$ cat src/rtl/rvc_pkg.sv
// Shared constants for the RVC fetch aligner: compressed quadrant/funct3 codes,
// RV32I opcodes and the aligner FSM state encoding.
package rvc_pkg;

  localparam logic [1:0] Q0 = 2'b00;
  localparam logic [1:0] Q1 = 2'b01;
  localparam logic [1:0] Q2 = 2'b10;

  localparam logic [2:0] F3_ADDI4SPN = 3'b000;
  localparam logic [2:0] F3_LW       = 3'b010;
  localparam logic [2:0] F3_SW       = 3'b110;
  localparam logic [2:0] F3_ADDI     = 3'b000;
  localparam logic [2:0] F3_JAL      = 3'b001;
  localparam logic [2:0] F3_LI       = 3'b010;
  localparam logic [2:0] F3_LUI      = 3'b011;
  localparam logic [2:0] F3_ALU      = 3'b100;
  localparam logic [2:0] F3_J        = 3'b101;
  localparam logic [2:0] F3_BEQZ     = 3'b110;
  localparam logic [2:0] F3_BNEZ     = 3'b111;
  localparam logic [2:0] F3_SLLI     = 3'b000;
  localparam logic [2:0] F3_LWSP     = 3'b010;
  localparam logic [2:0] F3_JR       = 3'b100;
  localparam logic [2:0] F3_SWSP     = 3'b110;

  localparam logic [6:0] OP_LOAD   = 7'h03;
  localparam logic [6:0] OP_IMM    = 7'h13;
  localparam logic [6:0] OP_STORE  = 7'h23;
  localparam logic [6:0] OP_REG    = 7'h33;
  localparam logic [6:0] OP_LUI    = 7'h37;
  localparam logic [6:0] OP_BRANCH = 7'h63;
  localparam logic [6:0] OP_JALR   = 7'h67;
  localparam logic [6:0] OP_JAL    = 7'h6f;
  localparam logic [31:0] INSTR_EBREAK = 32'h0010_0073;

  typedef enum logic {
    ST_ALIGNED = 1'b0,
    ST_CARRY   = 1'b1
  } fsm_state_e;

endpackage

$ cat src/rtl/rvc_expand.sv
// Combinational RV32C -> RV32I expander; illegal encodings expand to all-zero.
// The illegal flag port exists only when RVC_ILLEGAL_EN is defined.
module rvc_expand
  import rvc_pkg::*;
(
  input  logic [15:0] hw,
  output logic [31:0] instr_x
`ifdef RVC_ILLEGAL_EN
  ,
  output logic        illegal
`endif
);

  logic [4:0]  rd_s, rs2_s, rdp_s, rs1p_s;
  logic [11:0] imm6_s, a4spn_s, lsw_imm_s, lwsp_imm_s, swsp_imm_s, a16_imm_s;
  logic [20:0] j_imm_s;
  logic [12:0] b_imm_s;
  logic [31:0] exp_s;
  logic        ill_s;

  assign rd_s       = hw[11:7];
  assign rs2_s      = hw[6:2];
  assign rdp_s      = {2'b01, hw[4:2]};
  assign rs1p_s     = {2'b01, hw[9:7]};
  assign imm6_s     = {{7{hw[12]}}, hw[6:2]};
  assign a4spn_s    = {2'b00, hw[10:7], hw[12:11], hw[5], hw[6], 2'b00};
  assign lsw_imm_s  = {5'b00000, hw[5], hw[12:10], hw[6], 2'b00};
  assign lwsp_imm_s = {4'b0000, hw[3:2], hw[12], hw[6:4], 2'b00};
  assign swsp_imm_s = {4'b0000, hw[8:7], hw[12:9], 2'b00};
  assign a16_imm_s  = {{3{hw[12]}}, hw[4:3], hw[5], hw[2], hw[6], 4'b0000};
  assign j_imm_s    = {{10{hw[12]}}, hw[8], hw[10:9], hw[6], hw[7], hw[2], hw[11], hw[5:3], 1'b0};
  assign b_imm_s    = {{5{hw[12]}}, hw[6:5], hw[2], hw[11:10], hw[4:3], 1'b0};

  // Decode quadrant/funct3 into the equivalent 32-bit encoding.
  always_comb begin
    exp_s = 32'h0000_0000;
    ill_s = 1'b0;
    case (hw[1:0])
      Q0: begin
        case (hw[15:13])
          F3_ADDI4SPN: begin
            exp_s = {a4spn_s, 5'd2, 3'b000, rdp_s, OP_IMM};
            ill_s = (hw[12:5] == 8'h00);
          end
          F3_LW:   exp_s = {lsw_imm_s, rs1p_s, 3'b010, rdp_s, OP_LOAD};
          F3_SW:   exp_s = {lsw_imm_s[11:5], rdp_s, rs1p_s, 3'b010, lsw_imm_s[4:0], OP_STORE};
          default: ill_s = 1'b1;
        endcase
      end
      Q1: begin
        case (hw[15:13])
          F3_ADDI: exp_s = {imm6_s, rd_s, 3'b000, rd_s, OP_IMM};
          F3_JAL:  exp_s = {j_imm_s[20], j_imm_s[10:1], j_imm_s[11], j_imm_s[19:12], 5'd1, OP_JAL};
          F3_LI:   exp_s = {imm6_s, 5'd0, 3'b000, rd_s, OP_IMM};
          F3_LUI: begin
            if (rd_s == 5'd2) begin
              exp_s = {a16_imm_s, 5'd2, 3'b000, 5'd2, OP_IMM};
              ill_s = ({hw[12], hw[6:2]} == 6'd0);
            end else begin
              exp_s = {{15{hw[12]}}, hw[6:2], rd_s, OP_LUI};
            end
          end
          F3_ALU: begin
            case (hw[11:10])
              2'b00:   exp_s = {7'b0000000, hw[6:2], rs1p_s, 3'b101, rs1p_s, OP_IMM};
              2'b01:   exp_s = {7'b0100000, hw[6:2], rs1p_s, 3'b101, rs1p_s, OP_IMM};
              2'b10:   exp_s = {imm6_s, rs1p_s, 3'b111, rs1p_s, OP_IMM};
              default: begin
                case ({hw[12], hw[6:5]})
                  3'b000:  exp_s = {7'b0100000, rdp_s, rs1p_s, 3'b000, rs1p_s, OP_REG};
                  3'b001:  exp_s = {7'b0000000, rdp_s, rs1p_s, 3'b100, rs1p_s, OP_REG};
                  3'b010:  exp_s = {7'b0000000, rdp_s, rs1p_s, 3'b110, rs1p_s, OP_REG};
                  3'b011:  exp_s = {7'b0000000, rdp_s, rs1p_s, 3'b111, rs1p_s, OP_REG};
                  default: ill_s = 1'b1;
                endcase
              end
            endcase
          end
          F3_J:    exp_s = {j_imm_s[20], j_imm_s[10:1], j_imm_s[11], j_imm_s[19:12], 5'd0, OP_JAL};
          F3_BEQZ: exp_s = {b_imm_s[12], b_imm_s[10:5], 5'd0, rs1p_s, 3'b000, b_imm_s[4:1], b_imm_s[11], OP_BRANCH};
          F3_BNEZ: exp_s = {b_imm_s[12], b_imm_s[10:5], 5'd0, rs1p_s, 3'b001, b_imm_s[4:1], b_imm_s[11], OP_BRANCH};
          default: ill_s = 1'b1;
        endcase
      end
      Q2: begin
        case (hw[15:13])
          F3_SLLI: exp_s = {7'b0000000, hw[6:2], rd_s, 3'b001, rd_s, OP_IMM};
          F3_LWSP: begin
            exp_s = {lwsp_imm_s, 5'd2, 3'b010, rd_s, OP_LOAD};
            ill_s = (rd_s == 5'd0);
          end
          F3_JR: begin
            if (!hw[12]) begin
              exp_s = (rs2_s == 5'd0) ? {12'h000, rd_s, 3'b000, 5'd0, OP_JALR}
                                      : {7'b0000000, rs2_s, 5'd0, 3'b000, rd_s, OP_REG};
            end else if (rs2_s != 5'd0) begin
              exp_s = {7'b0000000, rs2_s, rd_s, 3'b000, rd_s, OP_REG};
            end else begin
              exp_s = (rd_s == 5'd0) ? INSTR_EBREAK : {12'h000, rd_s, 3'b000, 5'd1, OP_JALR};
            end
          end
          F3_SWSP: exp_s = {swsp_imm_s[11:5], rs2_s, 5'd2, 3'b010, swsp_imm_s[4:0], OP_STORE};
          default: ill_s = 1'b1;
        endcase
      end
      default: ill_s = 1'b1;
    endcase
  end

  assign instr_x = ill_s ? 32'h0000_0000 : exp_s;
`ifdef RVC_ILLEGAL_EN
  assign illegal = ill_s;
`endif

endmodule

$ cat src/rtl/rvc_fetch_aligner.sv
// Fetch-word queue + ALIGNED/CARRY realignment FSM with a registered instruction output.
// Optional RVC_ILLEGAL_EN adds the instr_illegal output.
module rvc_fetch_aligner
  import rvc_pkg::*;
#(
  parameter int          DEPTH    = 2,
  parameter logic [31:0] RESET_PC = 32'h0000_0000
) (
  input  logic        clk,
  input  logic        rst,
  input  logic        fetch_valid,
  output logic        fetch_ready,
  input  logic [31:0] fetch_data,
  input  logic [31:0] fetch_pc,
  input  logic        flush,
  output logic        instr_valid,
  input  logic        instr_ready,
  output logic [31:0] instr_data,
  output logic [31:0] instr_pc,
  output logic        instr_is_compressed
`ifdef RVC_ILLEGAL_EN
  ,
  output logic        instr_illegal
`endif
);

  localparam int          AW       = $clog2(DEPTH);
  localparam logic [AW:0] FULL_CNT = (AW+1)'(DEPTH);

  logic [31:0] q_data_r [DEPTH];
  logic [31:0] q_pc_r   [DEPTH];
  logic [AW-1:0] wr_ptr_r, rd_ptr_r;
  logic [AW:0]   count_r;
  fsm_state_e    state_r, state_s;
  logic [15:0]   carry_r;
  logic [31:0]   carry_pc_r;
  logic          hw_sel_r, hw_sel_s, first_r;
  logic          out_valid_r, out_comp_r;
  logic [31:0]   out_data_r, out_pc_r;

  logic        push_s, pop_s, head_valid_s, load_ok_s, carry_ld_s;
  logic        emit_s, emit_comp_s;
  logic [31:0] emit_data_s, emit_pc_s, head_data_s, head_pc_s, exp_data_s;
  logic [15:0] half_s;

  assign fetch_ready  = (count_r < FULL_CNT);
  assign push_s       = fetch_valid && fetch_ready && !flush;
  assign head_valid_s = (count_r != '0);
  assign head_data_s  = q_data_r[rd_ptr_r];
  assign head_pc_s    = q_pc_r[rd_ptr_r];
  assign half_s       = hw_sel_r ? head_data_s[31:16] : head_data_s[15:0];
  assign load_ok_s    = !out_valid_r || instr_ready;

`ifdef RVC_ILLEGAL_EN
  logic exp_ill_s, out_ill_r;
  rvc_expand u_expand (.hw(half_s), .instr_x(exp_data_s), .illegal(exp_ill_s));
`else
  rvc_expand u_expand (.hw(half_s), .instr_x(exp_data_s));
`endif

  // Choose the next instruction from the head halfword or the carried upper halfword.
  always_comb begin
    emit_s      = 1'b0;
    emit_data_s = 32'h0000_0000;
    emit_pc_s   = 32'h0000_0000;
    emit_comp_s = 1'b0;
    pop_s       = 1'b0;
    carry_ld_s  = 1'b0;
    hw_sel_s    = hw_sel_r;
    state_s     = state_r;
    case (state_r)
      ST_ALIGNED: begin
        if (!head_valid_s) begin
          emit_s = 1'b0;
        end else if (half_s[1:0] != 2'b11) begin
          emit_s      = load_ok_s;
          emit_data_s = exp_data_s;
          emit_pc_s   = {head_pc_s[31:2], head_pc_s[1] | hw_sel_r, head_pc_s[0]};
          emit_comp_s = 1'b1;
          pop_s       = load_ok_s && hw_sel_r;
          hw_sel_s    = load_ok_s ? !hw_sel_r : hw_sel_r;
        end else if (!hw_sel_r) begin
          emit_s      = load_ok_s;
          emit_data_s = head_data_s;
          emit_pc_s   = head_pc_s;
          pop_s       = load_ok_s;
        end else begin
          // Upper halfword opens a 32-bit instruction: park it and free the word.
          carry_ld_s = 1'b1;
          pop_s      = 1'b1;
          hw_sel_s   = 1'b0;
          state_s    = ST_CARRY;
        end
      end
      ST_CARRY: begin
        if (head_valid_s && load_ok_s) begin
          emit_s      = 1'b1;
          emit_data_s = {head_data_s[15:0], carry_r};
          emit_pc_s   = carry_pc_r;
          hw_sel_s    = 1'b1;
          state_s     = ST_ALIGNED;
        end else begin
          emit_s = 1'b0;
        end
      end
      default: state_s = ST_ALIGNED;
    endcase
  end

  // Queue storage; contents are only meaningful below count_r.
  always_ff @(posedge clk) begin
    if (push_s) begin
      q_data_r[wr_ptr_r] <= fetch_data;
      q_pc_r[wr_ptr_r]   <= fetch_pc;
    end
  end

  // Queue pointers, FSM, halfword select and carry register.
  always_ff @(posedge clk or posedge rst) begin
    if (rst) begin
      wr_ptr_r   <= '0;
      rd_ptr_r   <= '0;
      count_r    <= '0;
      state_r    <= ST_ALIGNED;
      hw_sel_r   <= 1'b0;
      first_r    <= 1'b1;
      carry_r    <= 16'h0000;
      carry_pc_r <= 32'h0000_0000;
    end else if (flush) begin
      wr_ptr_r   <= '0;
      rd_ptr_r   <= '0;
      count_r    <= '0;
      state_r    <= ST_ALIGNED;
      hw_sel_r   <= 1'b0;
      first_r    <= 1'b1;
      carry_r    <= 16'h0000;
      carry_pc_r <= 32'h0000_0000;
    end else begin
      if (push_s) wr_ptr_r <= wr_ptr_r + AW'(1);
      if (pop_s)  rd_ptr_r <= rd_ptr_r + AW'(1);
      case ({push_s, pop_s})
        2'b10:   count_r <= count_r + (AW+1)'(1);
        2'b01:   count_r <= count_r - (AW+1)'(1);
        default: count_r <= count_r;
      endcase
      state_r <= state_s;
      // The queue is empty while first_r is set, so the entry offset can seed hw_sel directly.
      if (push_s && first_r) begin
        hw_sel_r <= fetch_pc[1];
        first_r  <= 1'b0;
      end else begin
        hw_sel_r <= hw_sel_s;
      end
      if (carry_ld_s) begin
        carry_r    <= head_data_s[31:16];
        carry_pc_r <= {head_pc_s[31:2], 1'b1, head_pc_s[0]};
      end
    end
  end

  // Registered output stage; holds while the consumer stalls.
  always_ff @(posedge clk or posedge rst) begin
    if (rst) begin
      out_valid_r <= 1'b0;
      out_data_r  <= 32'h0000_0000;
      out_pc_r    <= RESET_PC;
      out_comp_r  <= 1'b0;
    end else if (flush) begin
      out_valid_r <= 1'b0;
    end else if (load_ok_s) begin
      out_valid_r <= emit_s;
      if (emit_s) begin
        out_data_r <= emit_data_s;
        out_pc_r   <= emit_pc_s;
        out_comp_r <= emit_comp_s;
      end
    end
  end

`ifdef RVC_ILLEGAL_EN
  // Illegal flag follows the compressed instruction loaded into the output stage.
  always_ff @(posedge clk or posedge rst) begin
    if (rst) begin
      out_ill_r <= 1'b0;
    end else if (flush) begin
      out_ill_r <= 1'b0;
    end else if (load_ok_s && emit_s) begin
      out_ill_r <= emit_comp_s && exp_ill_s;
    end
  end
  assign instr_illegal = out_ill_r;
`endif

  assign instr_valid         = out_valid_r;
  assign instr_data          = out_data_r;
  assign instr_pc            = out_pc_r;
  assign instr_is_compressed = out_comp_r;

endmodule

$ cat config.mk
export PLATFORM = sky130hd
export DESIGN_NAME = rvc_fetch_aligner
export DESIGN_NICKNAME = d
export VERILOG_FILES = /design/src/rtl/rvc_pkg.sv /design/src/rtl/rvc_expand.sv /design/src/rtl/rvc_fetch_aligner.sv
export SDC_FILE = /design/constraint.sdc
export NUM_CORES = 1
export LEC_CHECK = 0
export CAP_MARGIN = 20
export CORE_MARGIN = 10
export CORE_UTILIZATION = 40
export CTS_BUF_LIST = sky130_fd_sc_hd__clkbuf_16
export DETAILED_ROUTE_END_ITERATION = 16
export PLACE_DENSITY_LB_ADDON = 0.1
export SKIP_CTS_REPAIR_TIMING = 1
export SLEW_MARGIN = 10
export SYNTH_ARGS = -nofsm -noshare
export SYNTH_HDL_FRONTEND = slang
export SYNTH_SLANG_ARGS = --single-unit
$ cat constraint.sdc
create_clock -name clk -period 16 [get_ports clk]
set_clock_uncertainty 0.2 [all_clocks]
set_input_delay 3.2 -clock clk [delete_from_list [all_inputs] [get_ports clk]]
set_output_delay 3.2 -clock clk [all_outputs]
set_load 0.02 [all_outputs]
==> results.txt <==
outcome -> finished, final reports clean
Syn. warnings -> 0
TritonCTS buffer count -> 28
initial core utilization -> 40.8%
most common flop cell mapped by yosys -> edfxtp_1
largest cells by area after synthesis -> edfxtp_1 33%, dfrtp_1 25%, mux2i_1 4.8%
DRT iter0 DRCs -> 813
post-layout utilization of the core -> 49.5%
Distinct cells, synth -> 72
worst slew pin tran -> 1.15 ns
filler instances -> 2,664
Worst-Skew Late Latency -> 0.56 ns
Layout Cells excl Fill -> 1,554
Worst Setup End Kind -> register
initial antenna violation count -> 0
Gate Count Post-Synth -> 1,041
Sink Count -> 249
Crit path required time -> 16.27 ns
total grt overflow -> 0
die area -> 36,700 um^2
n_diodes -> 0
syn nets -> 1,110
GRT Overall Usage -> 20.4%
placer congestion estimate -> 0.943
share of cells above drive strength 1 -> 10.2%
first-pass GRT wire length -> 57,800 um
Area Growth Syn to Fin -> 21.4%
number of synthesized flops with an enable pin -> 128
WHS -> 0.268 ns
period utilisation layout -> 35.2%
area leader, netlist -> edfxtp_1
Worst Path Max Fanout -> 39
Multi-input gate area -> 4560 um^2
vias -> 9,078
Clock Path Buffers -> 3
RSZ-0062 raised after global routing -> false
core area -> 28,900 um^2
antenna-violating nets left -> 0
sequential cell area fraction in the yosys report -> 58.3%
Worst slew margin -> 23.2%
H-tree levels -> 1
Tmin final -> 5.63 ns
Synth top area share -> 32.6%
CTS tree -> built
Reg area -> 6880 um^2
Peak Freq -> 178 MHz
nets -> 1,217
placed insts -> 1,502
Mapped Area -> 11,800 um^2
vias in the first global route -> 9,065
asr flop ratio synth -> 48.6%
Synth Register Bits -> 249
Worst path max stage delay -> 0.55 ns
root cell of the clock tree -> clkbuf_16
I/O Buffers -> 135
largest net degree at the start of global routing -> 98
kind of critical path -> in -> reg
Final Hold Viols -> 0
dpl cell area -> 13,400 um^2
Leak Pwr -> 5.07 nW
Die Width -> 192 um
Mean Syn Cell Area -> 11.3 um^2
HPWL after detailed placement -> 25,400 um
post-route cell area -> 14,300 um^2
clk slew on worst S/H paths -> 0.06 ns
Final Slew Violations -> 0
die height -> 192 um
max-cap violations -> 0
Setup crit start kind -> input port
Rows -> 62
Ports -> 136
CP Data Arrival Time -> 5.89 ns
WL/cell -> 24.4 um
pwr/cell area -> 189 nW/um^2
final-report setup violation count -> 0
vias per cell -> 5.84
critical path's slowest cell -> nor2_4
Worst Hold Class -> reg -> reg
Worst VDD drop -> 0.0000989 V
Remaining DRCs -> 0
DRT Pass-1 Iters -> 7
CP Cell Sequence -> clkdlybuf4s50_1 -> nand2b_1 -> o21ai_0 -> nor2_4 -> buf_4 -> nand2_1 -> o221ai_1 -> a21oi_2 -> a311oi_2
final setup TNS -> 0 ns
drt total wl -> 37,800 um
[cell usage after synthesis (12+ instances only)]
library cell  number
mux2_2            18
a21oi_1           75
buf_2             12
mux4_2            16
o21ai_0           77
nor2_1           134
nand2_1          102
a31oi_1           13
edfxtp_1         128
mux2i_1           56
clkbuf_1          57
nand3_1           15
dfrtp_1          120
o211ai_1          14
a211oi_1          48
[area by class of cell]
cell class                      instances  area share [%]
Clock inverter                         24            1.14
Inverter                               10           0.280
Tap cell                              384            3.36
Clock buffer                           28            4.90
Multi-Input combinational cell        707            31.9
Sequential cell                       249            48.1
Timing Repair Buffer                  152            10.3
[worst paths after layout]
check / end / slack [ns] / cells past startpoint / start
worst max-delay path: instr_data[7]$_DFFE_PP0P_ / 10.37 / 9 / instr_ready
worst min-delay path: first_r$_DFFE_PP1P_ / 0.27 / 2 / first_r$_DFFE_PP1P_
worst max register to register: instr_data[26]$_DFFE_PP0P_ / 11.09 / 8 / rd_ptr_r$_DFFE_PP0P_
worst min register to register: first_r$_DFFE_PP1P_ / 0.27 / 2 / first_r$_DFFE_PP1P_
max in group asynchronous: carry_r[10]$_DFFE_PP0P_ / 11.29 / 3 / rst
min in group asynchronous: instr_pc[25]$_DFFE_PP0P_ / 2.93 / 2 / rst
[routing by layer]
metal  GRT usage [%]  vias to the layer above  wire length, um
met3            3.59                       72             2430
li1                -                     4131                -
met4            6.61                        0             1190
met1            28.9                     4567            17400
met2            31.0                      308            16800
met5               0                        -                0
[per-stage QoR]
| step | setup slack [ns] | power (mW) |
|---|---|---|
| floorplan | 7.45 | 1.62 |
| global placement | 9.89 | 2.10 |
| detailed placement | 9.80 | 2.09 |
| CTS | 10.38 | 2.70 |
| global route | 10.18 | 2.83 |
| finish | 10.37 | 2.70 |
[placed cells by master (no fill, tap or decap), drive strengths merged, types with 5 or more instances in the layout]
| cell | n |
|---|---|
| a211oi | 48 |
| a21oi | 77 |
| a221oi | 10 |
| a22oi | 8 |
| a31oi | 13 |
| buf | 18 |
| clkbuf | 28 |
| clkdlybuf4s50 | 134 |
| clkinv | 11 |
| dfrtp | 120 |
| edfxtp | 128 |
| inv | 19 |
| mux2 | 18 |
| mux2i | 58 |
| mux4 | 16 |
| nand2 | 103 |
| nand2b | 6 |
| nand3 | 15 |
| nand4 | 5 |
| nor2 | 134 |
| nor3 | 15 |
| o211ai | 14 |
| o21ai | 80 |
| o221ai | 10 |
| o22ai | 7 |
| o31ai | 5 |
[registers in the layout (all words and copies together) (netlist names)]
signal / cells
carry_pc_r: 32
carry_r: 16
count_r: 2
first_r: 1
hw_sel_r: 1
instr_data: 32
instr_is_compressed: 1
instr_pc: 32
instr_valid: 1
q_data_r: 64
q_pc_r: 64
rd_ptr_r: 1
state_r: 1
wr_ptr_r: 1
[worst max-delay path, delay by kind of cell]
| family | cells | cell delay (ns) |
|---|---|---|
| and+or+nand+nor | 3 | 0.86 |
| AOI/OAI and AO/OA | 4 | 0.78 |
| buffers and inverters | 2 | 1.02 |
[kinds of logic (layout without fill, tap and decap cells)]
family / Yosys count / after routing / share of synthesized area [%]
xor gates and xnor gates: 4 / 4 / 0.297
DFF: 249 / 249 / 58.3
AOI/OAI and AO/OA: 307 / 307 / 17.0
muxes: 92 / 92 / 9.85
buffers and inverters: 85 / 214 / 3.12
and+or+nand+nor: 304 / 304 / 11.4
[power breakdown]
part | total, mW | internal [mW] | leakage, nW | switching, mW
registers | 0.865 | 0.779 | 2.79 | 0.0853
logic | 1.23 | 0.428 | 1.84 | 0.802
clock network | 0.601 | 0.335 | 0.444 | 0.265
total | 2.70 | 1.54 | 5.07 | 1.15
No activity file was read; power rests on OpenSTA's default activity.
